===== src/rtl/mic_pkg.sv =====
// Shared types and constants for the PDM microphone clock generator.
package mic_pkg;

    typedef enum logic [1:0] {
        IDLE   = 2'd0,
        SETTLE = 2'd1,
        RUN    = 2'd2,
        STOP   = 2'd3
    } mic_state_t;

    localparam int MIN_RATIO = 4;

    // Settle counter must hold values up to SETTLE_CYC.
    function automatic int settle_w(input int settle_cyc);
        return (settle_cyc < 1) ? 1 : $clog2(settle_cyc + 1);
    endfunction

endpackage


===== src/rtl/mic_sync2.sv =====
// Two-flop synchroniser for a single asynchronous level, reset to 0.
module mic_sync2 (
    input  logic clk,
    input  logic rst,
    input  logic d,
    output logic q
);

    logic meta;

    always_ff @(posedge clk or posedge rst) begin
        if (rst) begin
            meta <= 1'b0;
            q    <= 1'b0;
        end else begin
            meta <= d;
            q    <= meta;
        end
    end

endmodule


===== src/rtl/mic_clk_gen.sv =====
// PDM microphone clock generator with programmable divide ratio and
// stereo data capture (left on the high phase, right on the low phase).
module mic_clk_gen
    import mic_pkg::*;
#(
    parameter int DIV_W      = 10,
    parameter int DEF_RATIO  = 250,
    parameter int NUM_DATA   = 4,
    parameter int SETTLE_CYC = 1024
) (
    input  logic                clkin1,
    input  logic                rst,
    input  logic                pll_lock,
    input  logic                enable,
    input  logic [DIV_W-1:0]    ratio,
    input  logic                ratio_load,
    input  logic [NUM_DATA-1:0] pdm_din,
    output logic                mic_clk,
    output logic [NUM_DATA-1:0] pdm_l,
    output logic [NUM_DATA-1:0] pdm_r,
    output logic                pdm_valid,
    output logic                running,
    output logic                ratio_err,
    output mic_state_t          dbg_state
);

    localparam int                 SW          = settle_w(SETTLE_CYC);
    localparam logic [SW-1:0]      SETTLE_LAST = SW'(SETTLE_CYC - 1);
    localparam logic [SW-1:0]      SETTLE_ONE  = SW'(1);
    localparam logic [DIV_W-1:0]   MIN_R       = DIV_W'(MIN_RATIO);
    localparam logic [DIV_W-1:0]   ONE         = DIV_W'(1);
    localparam logic [DIV_W-1:0]   RATIO_RST   = DIV_W'(DEF_RATIO);

    mic_state_t          state, state_nx;
    logic                lock_s;
    logic [SW-1:0]       settle_cnt;
    logic [DIV_W-1:0]    cnt, cnt_nx;
    logic [DIV_W-1:0]    ratio_act, ratio_act_nx;
    logic [DIV_W-1:0]    ratio_pend, ratio_pend_nx;
    logic [DIV_W-1:0]    half, half_nx;
    logic                pend_flag, pend_flag_nx;
    logic [NUM_DATA-1:0] din_q, left_sh;
    logic                primed;
    logic                active, active_nx, wrap, settle_done;
    logic                load_ok, load_bad, apply, capture, emit;
    logic                mic_clk_nx;

    mic_sync2 u_lock_sync (
        .clk (clkin1),
        .rst (rst),
        .d   (pll_lock),
        .q   (lock_s)
    );

    assign active      = (state == RUN) || (state == STOP);
    assign half        = ratio_act >> 1;
    assign wrap        = active && (cnt == ratio_act - ONE);
    assign settle_done = (state == SETTLE) && (settle_cnt == SETTLE_LAST);
    assign load_ok     = ratio_load && (ratio >= MIN_R);
    assign load_bad    = ratio_load && (ratio < MIN_R);
    // Left data is taken just before the falling edge; a completed period is
    // reported at the next cnt==0, which is also the IDLE cycle after a stop.
    assign capture     = active && lock_s && (cnt == half);
    assign emit        = primed && lock_s && (cnt == '0);

    always_ff @(posedge clkin1 or posedge rst) begin
        if (rst) begin
            state <= IDLE;
        end else begin
            state <= state_nx;
        end
    end

    always_comb begin
        state_nx = state;
        case (state)
            IDLE: begin
                if (lock_s && enable) state_nx = SETTLE;
            end
            SETTLE: begin
                if (!lock_s)          state_nx = IDLE;
                else if (settle_done) state_nx = RUN;
            end
            RUN: begin
                if (!lock_s)          state_nx = IDLE;
                else if (!enable)     state_nx = wrap ? IDLE : STOP;
            end
            STOP: begin
                if (!lock_s)          state_nx = IDLE;
                else if (enable)      state_nx = RUN;
                else if (wrap)        state_nx = IDLE;
            end
            default: state_nx = IDLE;
        endcase
    end

    always_comb begin
        active_nx  = (state_nx == RUN) || (state_nx == STOP);
        mic_clk_nx = active_nx && (cnt_nx < half_nx);
        running    = active;
        dbg_state  = state;
    end

    // A pending ratio (or one loaded this cycle) takes effect at a period
    // boundary, or straight away while no clock is being produced.
    always_comb begin
        apply         = (load_ok || pend_flag) &&
                        ((state == IDLE) || (state == SETTLE) || wrap);
        ratio_pend_nx = load_ok ? ratio : ratio_pend;
        pend_flag_nx  = (load_ok || pend_flag) && !apply;
        ratio_act_nx  = apply ? ratio_pend_nx : ratio_act;
        half_nx       = ratio_act_nx >> 1;
        cnt_nx        = '0;
        if (active && active_nx && !wrap) cnt_nx = cnt + ONE;
    end

    always_ff @(posedge clkin1 or posedge rst) begin
        if (rst) begin
            settle_cnt <= '0;
            cnt        <= '0;
            ratio_act  <= RATIO_RST;
            ratio_pend <= RATIO_RST;
            pend_flag  <= 1'b0;
            ratio_err  <= 1'b0;
            mic_clk    <= 1'b0;
        end else begin
            settle_cnt <= (state == SETTLE) ? settle_cnt + SETTLE_ONE : '0;
            cnt        <= cnt_nx;
            ratio_act  <= ratio_act_nx;
            ratio_pend <= ratio_pend_nx;
            pend_flag  <= pend_flag_nx;
            mic_clk    <= mic_clk_nx;
            if (load_bad) ratio_err <= 1'b1;
        end
    end

    always_ff @(posedge clkin1 or posedge rst) begin
        if (rst) begin
            din_q     <= '0;
            left_sh   <= '0;
            primed    <= 1'b0;
            pdm_l     <= '0;
            pdm_r     <= '0;
            pdm_valid <= 1'b0;
        end else begin
            din_q     <= pdm_din;
            pdm_valid <= emit;
            if (capture) left_sh <= din_q;
            if (emit) begin
                pdm_l <= left_sh;
                pdm_r <= din_q;
            end
            // Losing lock discards a half-captured period.
            if (!lock_s)      primed <= 1'b0;
            else if (emit)    primed <= 1'b0;
            else if (capture) primed <= 1'b1;
        end
    end

endmodule


===== config.mk =====
export PLATFORM = sky130hd
export DESIGN_NAME = mic_clk_gen
export DESIGN_NICKNAME = d
export VERILOG_FILES = /design/src/rtl/mic_pkg.sv /design/src/rtl/mic_sync2.sv /design/src/rtl/mic_clk_gen.sv
export SDC_FILE = /design/constraint.sdc
export NUM_CORES = 1
export LEC_CHECK = 0
export CAP_MARGIN = 20
export CORE_UTILIZATION = 61
export CTS_CLUSTER_DIAMETER = 30
export DETAILED_ROUTE_END_ITERATION = 8
export PLACE_DENSITY = 0.89
export SLEW_MARGIN = 20
export SYNTH_ARGS = -nofsm -noshare
export SYNTH_HDL_FRONTEND = slang
export SYNTH_HIERARCHICAL = 1
export SYNTH_SLANG_ARGS = --single-unit

===== constraint.sdc =====
create_clock -name clkin1 -period 6.1 [get_ports clkin1]
set_input_delay 1.22 -clock clkin1 [delete_from_list [all_inputs] [get_ports clkin1]]
set_output_delay 1.22 -clock clkin1 [all_outputs]
set_load 0.1 [all_outputs]

# Yosys cells after proc, flatten, opt, wreduce, memory -nomap -nowiden
# Index checks and enable logic that the tools add are counted.
# totals
out_inout_bits,14
wordCells,72
input_bits,19
regBits,66
# classes
reduce_logical,23
order_cmp,3
n_mux,17
addsub,3
eq_ne,9
# ops
op,count
$mux W10,3
$mux W2,9
$logic_and A1 B1 Y1,14
$add A11 B1 Y11 const B,1
$eq A11 B10 Y1 const B,1
$mux W11,1
$add A10 B1 Y10 const B,1
$eq A10 B10 Y1,1
$eq A10 B9 Y1,1
$ge A10 B3 Y1 const B,1
$logic_not A10 Y1,1
$lt A10 B3 Y1 const B,1
$lt A10 B9 Y1,1
$sub A10 B1 Y10 const B,1
$eq A2 B2 Y1 const B,4
$pmux W2 S4,1
$logic_or A1 B1 Y1,5
$mux W1,3
$ne A3 B3 Y1 const B,1
$eq A2 B1 Y1 const B,1
$logic_not A1 Y1,2
$logic_not A2 Y1,1

# Depth between registers and ports, before layout
# depth
word_depth,14
mapped_depth,18
mapped_depth_nobuf,16

# Cells and area by module
# Netlist, hierarchy kept.
# by_module_without_submodules
module,seq_area_each_um2,n_inst,cells_each,area_each_um2
mic_clk_gen,1616.6,1,336,3330.7
mic_sync2,50.0,1,3,53.8

# Worst setup path after synthesis
# No wires, ideal clock.
# synth_path
path_kind,input port to flip-flop
startpoint,in ratio[9]
endpoint,reg mic_clk
t_required_ps,6036
cell_stages,14
path_buffers,1
setup_ps,64
t_arrival_ps,3965
setup_slack_ps,2071
path_cell_list,or4_1 > o21ai_0 > nor2b_1 > or2_2 > o32a_4 > buf_6 > mux2i_1 > ha_1 > and4_1 > a21oi_1 > nand2_1 > a221oi_1 > o211a_1 > o21a_1
# synth_between
elab_chain_cells,7
# synth_lines
element,line_no,rtl
"start, declared",mic_clk_gen.sv:15,"input logic [DIV_W-1:0] ratio,"
$ge A10 B3 Y1,mic_clk_gen.sv:59,assign load_ok = ratio_load && (ratio >= MIN_R);
$logic_and A1 B1 Y1,mic_clk_gen.sv:59,
$logic_or A1 B1 Y1,mic_clk_gen.sv:107,apply = (load_ok || pend_flag) &&
$logic_and A1 B1 Y1,mic_clk_gen.sv:107,
$mux W10 *,mic_clk_gen.sv:111,ratio_act_nx = apply ? ratio_pend_nx : ratio_act;
$lt A10 B9 Y1 *,mic_clk_gen.sv:99,mic_clk_nx = active_nx && (cnt_nx < half_nx);
$logic_and A1 B1 Y1 *,mic_clk_gen.sv:99,
net mic_clk_nx,mic_clk_gen.sv:46,logic mic_clk_nx;
"end signal, assigned",mic_clk_gen.sv:132,mic_clk <= mic_clk_nx;
"end, declared",mic_clk_gen.sv:18,"output logic mic_clk,"
# Mark *: on every way through the listed nets, which the timed path passes. The rest lies on a longest branch.
# A chain may end at the register's enable or synchronous reset.

# Worst setup path after layout
# Ends and elaborated chain as after synthesis.

==> flow_summary.yaml <==
clock_tree:
  cts_tree: "built"
  clkTransAtPathRegs_ns: 0.07
  clock_latency_ns: 0.34
  ctsResizeCount: 0
  post-cts-setup-buffers: 0
  cts_sinks: 66
  htree_levels: 3
  clk_path_buf_depth: 2
  cts-root-buf: "clkbuf_8"
  postCtsHoldBufs: 0
  cts_made_buffers: 9
grt:
  grt_use_met2_pct: 44.9
  grt_overflow_total: 0
  antenna_found_initial: 0
  grt_busiest_layer: "met2"
  grt_max_degree: 65
  met3_usage_pct: 6.83
  met1_usage_pct: 35.4
  grtUsageTotal_pct: 27.1
  grt_pass1_wl_um: 12200
  grt_pass1_vias: 2534
cells_and_area:
  num_antenna_cells: 0
  area_growth_pct: 15.6
  drive_gt1_share_pct: 11.9
  finish.utilization_pct: 74.7
  fin_nets: 396
synth:
  synth_cells: 339
  synth.largest_area_cell: "dfrtp_1"
  synth_warnings: 6
  ys.flop_type: "dfrtp_1"
  ys_seq_elements: 66
  synthTopCellsByArea: "dfrtp_1 40%, dfstp_2 9.3%, nand2_1 6.3%, xnor2_1 6.2%, ha_1 4.4%"
  synth_top_area_share_pct: 39.9
  ys_seq_area_share_pct: 49.2
  syn_avg_cell_area_um2: 9.98
  synth_edf_count: 0
  synthesis.nets: 370
  synth_area_um2: 3380
  synth_cell_types: 50
  synth.most_common_cell: "nand2_1"
  async_reset_ff_share_pct: 100
  ys_top_cells_by_count: "57 x nand2_1, 54 x dfrtp_1, 27 x nor2_1"
critical_path:
  crit_path_end_kind: "flip-flop"
  worst-path-buf-inv: 2
  crit_chain: "clkdlybuf4s50_1, or4_1, o21ai_0, buf_4, nor2b_1, or2_2, o32a_4, mux2i_1, ha_1, a21oi_1, nor2b_1, o21ai_0, nand2_1, a221oi_1, o211a_1, o21a_1"
  critPathArrivalTime_ns: 4.89
  slowest_delay_ns: 0.56
  reg2reg_depth: 16
  crit_family: "compound AO/OA/AOI/OAI gates"
  crit_type: "in -> reg"
  crit_path_start_kind: "input port"
  reg2reg_slack_ns: 2.30
  crit_fanout: 11
  reg2reg_from: "ratio_act[0]"
  critical_path_depth: 16
  crit_slowest_cell: "or4_1"
  worstReg2RegEnd: "mic_clk"
  required_ns: 6.37
sta:
  setup_viol: 0
  skew_ns: 0.00877
  drv_slew: 0
  finalHoldViolCount: 0
  rsz0062_at_grt: "false"
  fin_tns_setup_ns: 0
  worst_pin_slew_ns: 0.997
  layout_min_cycle_time_ns: 4.62
  holdWs_ns: 0.358
  timing.final.crit_share_pct: 75.8
  worst_slack_ns: 1.48
  slew_headroom_pct: 33.3
  fmax_mhz: 216
flow_run:
  maxCapViolCount: 0
power:
  leakage_nw: 1.77
  vdd_drop_max_mv: 0.157
  power_density_nw_per_um2: 248
  p_total_mw: 0.969
placement:
  dpl.hpwl_um: 5120
  place_ws_ns: 1.18
  place.gp.congestion: 0.925
  port_buffers: 32
floorplan:
  initial_utilization_pct: 64.6
  num_io_pins: 33
  core_area_um2: 5240
  dieHeight_um: 76.5
  die_w_um: 76.5
  die-area_um2: 5850
  rows: 26
min_path:
  whs_path_depth: 0
  min_from: "u_lock_sync/meta"
  hold_path.class: "reg -> reg"
  min_to: "u_lock_sync/q"
routing:
  wl_um: 7100
  route.detailed.wl_per_inst_um: 16.1
  route.detailed.drc: 0
  vias: 2518
  ant_nets: 0
  viasPerCell: 5.72
  drt_iter0_drc: 226
  dr.pass1.iters: 4
run_status:
  status: "finished clean"
## layout make-up
class                      instances  area [µm²]
timing repair buffer              35         343
inverter                          20        75.1
sequential                        66        1670
tap                               70        87.6
multi-input combinational        233        1550
fill                             354        1330
clock buffer                      13         149
clock inverter                     3        40.0
## where the power goes
group | internal [mW] | leakage, nW | switching, mW
logic | 0.0555 | 0.829 | 0.0670
clock network | 0.199 | 0.0974 | 0.157
registers | 0.464 | 0.848 | 0.0265
## logic make-up (layout without fill, tap and decap cells)
family | after synthesis | count (layout) | share of synthesized area, %
and+or+nand+nor | 138 | 138 | 20.1
adders and majority gates | 12 | 12 | 4.44
buffers and inverters | 40 | 71 | 4.95
DFF | 66 | 66 | 49.2
AOI/OAI and AO/OA | 33 | 33 | 7.28
muxes | 17 | 17 | 5.40
xor gates and xnor gates | 33 | 33 | 8.54
## per-stage QoR
step                      instance area (µm²)  cells
final                                    3910    440
after global routing                     3910    440
after CTS                                3910    440
after detailed placement                 3720    424
after global placement                   3720    424
after floorplan                          3380    339
## routing by layer
metal	wire length [µm]	up-vias
li1	-	1186
met1	3180	1238
met2	3410	82
met3	433	12
met4	81	0
met5	0	-
## registers in the layout, summed over array words and instances (netlist names)
register,count
cnt,10
u_lock_sync/meta,1
pdm_l,4
ratio_pend,10
din_q,4
pdm_r,4
left_sh,4
primed,1
ratio_act,10
mic_clk,1
pdm_valid,1
dbg_state,2
settle_cnt,11
ratio_err,1
pend_flag,1
u_lock_sync/q,1
## worst max path at each step
stage          startpoint  slack (ns)  endpoint
2_1_floorplan    ratio[9]        2.07   mic_clk
3_3_place_gp     ratio[9]        1.44   mic_clk
3_5_place_dp     ratio[9]        1.18   mic_clk
4_1_cts          ratio[9]        1.52   mic_clk
5_1_grt          ratio[9]        1.22   mic_clk
6_report         ratio[9]        1.48   mic_clk
## cell usage in the layout (no fill, tap or decap), types with 2 or more instances in the layout
master / synthesis / routed
nand2_1: 57 / 57
dfrtp_1: 54 / 54
clkdlybuf4s50_1: 0 / 32
nor2_1: 27 / 27
xnor2_1: 24 / 24
inv_1: 19 / 18
ha_1: 12 / 12
dfstp_2: 12 / 12
mux2i_1: 10 / 10
clkbuf_8: 0 / 10
xor2_1: 9 / 9
nand3_1: 9 / 9
a21oi_1: 8 / 8
o21ai_0: 6 / 6
nand4_1: 6 / 6
mux2_2: 6 / 6
or3_1: 5 / 5
nand2b_1: 4 / 4
nor2b_1: 4 / 4
and4_1: 4 / 4
and3_1: 4 / 4
or4_1: 3 / 3
nor4_1: 3 / 3
a21o_1: 3 / 3
clkbuf_1: 16 / 3
buf_4: 0 / 3
nor3b_1: 2 / 2
nand4b_1: 2 / 2
and2_1: 2 / 2
o21a_1: 2 / 2
clkinv_2: 0 / 2
Note: power is estimated with default switching activity, not from simulation.
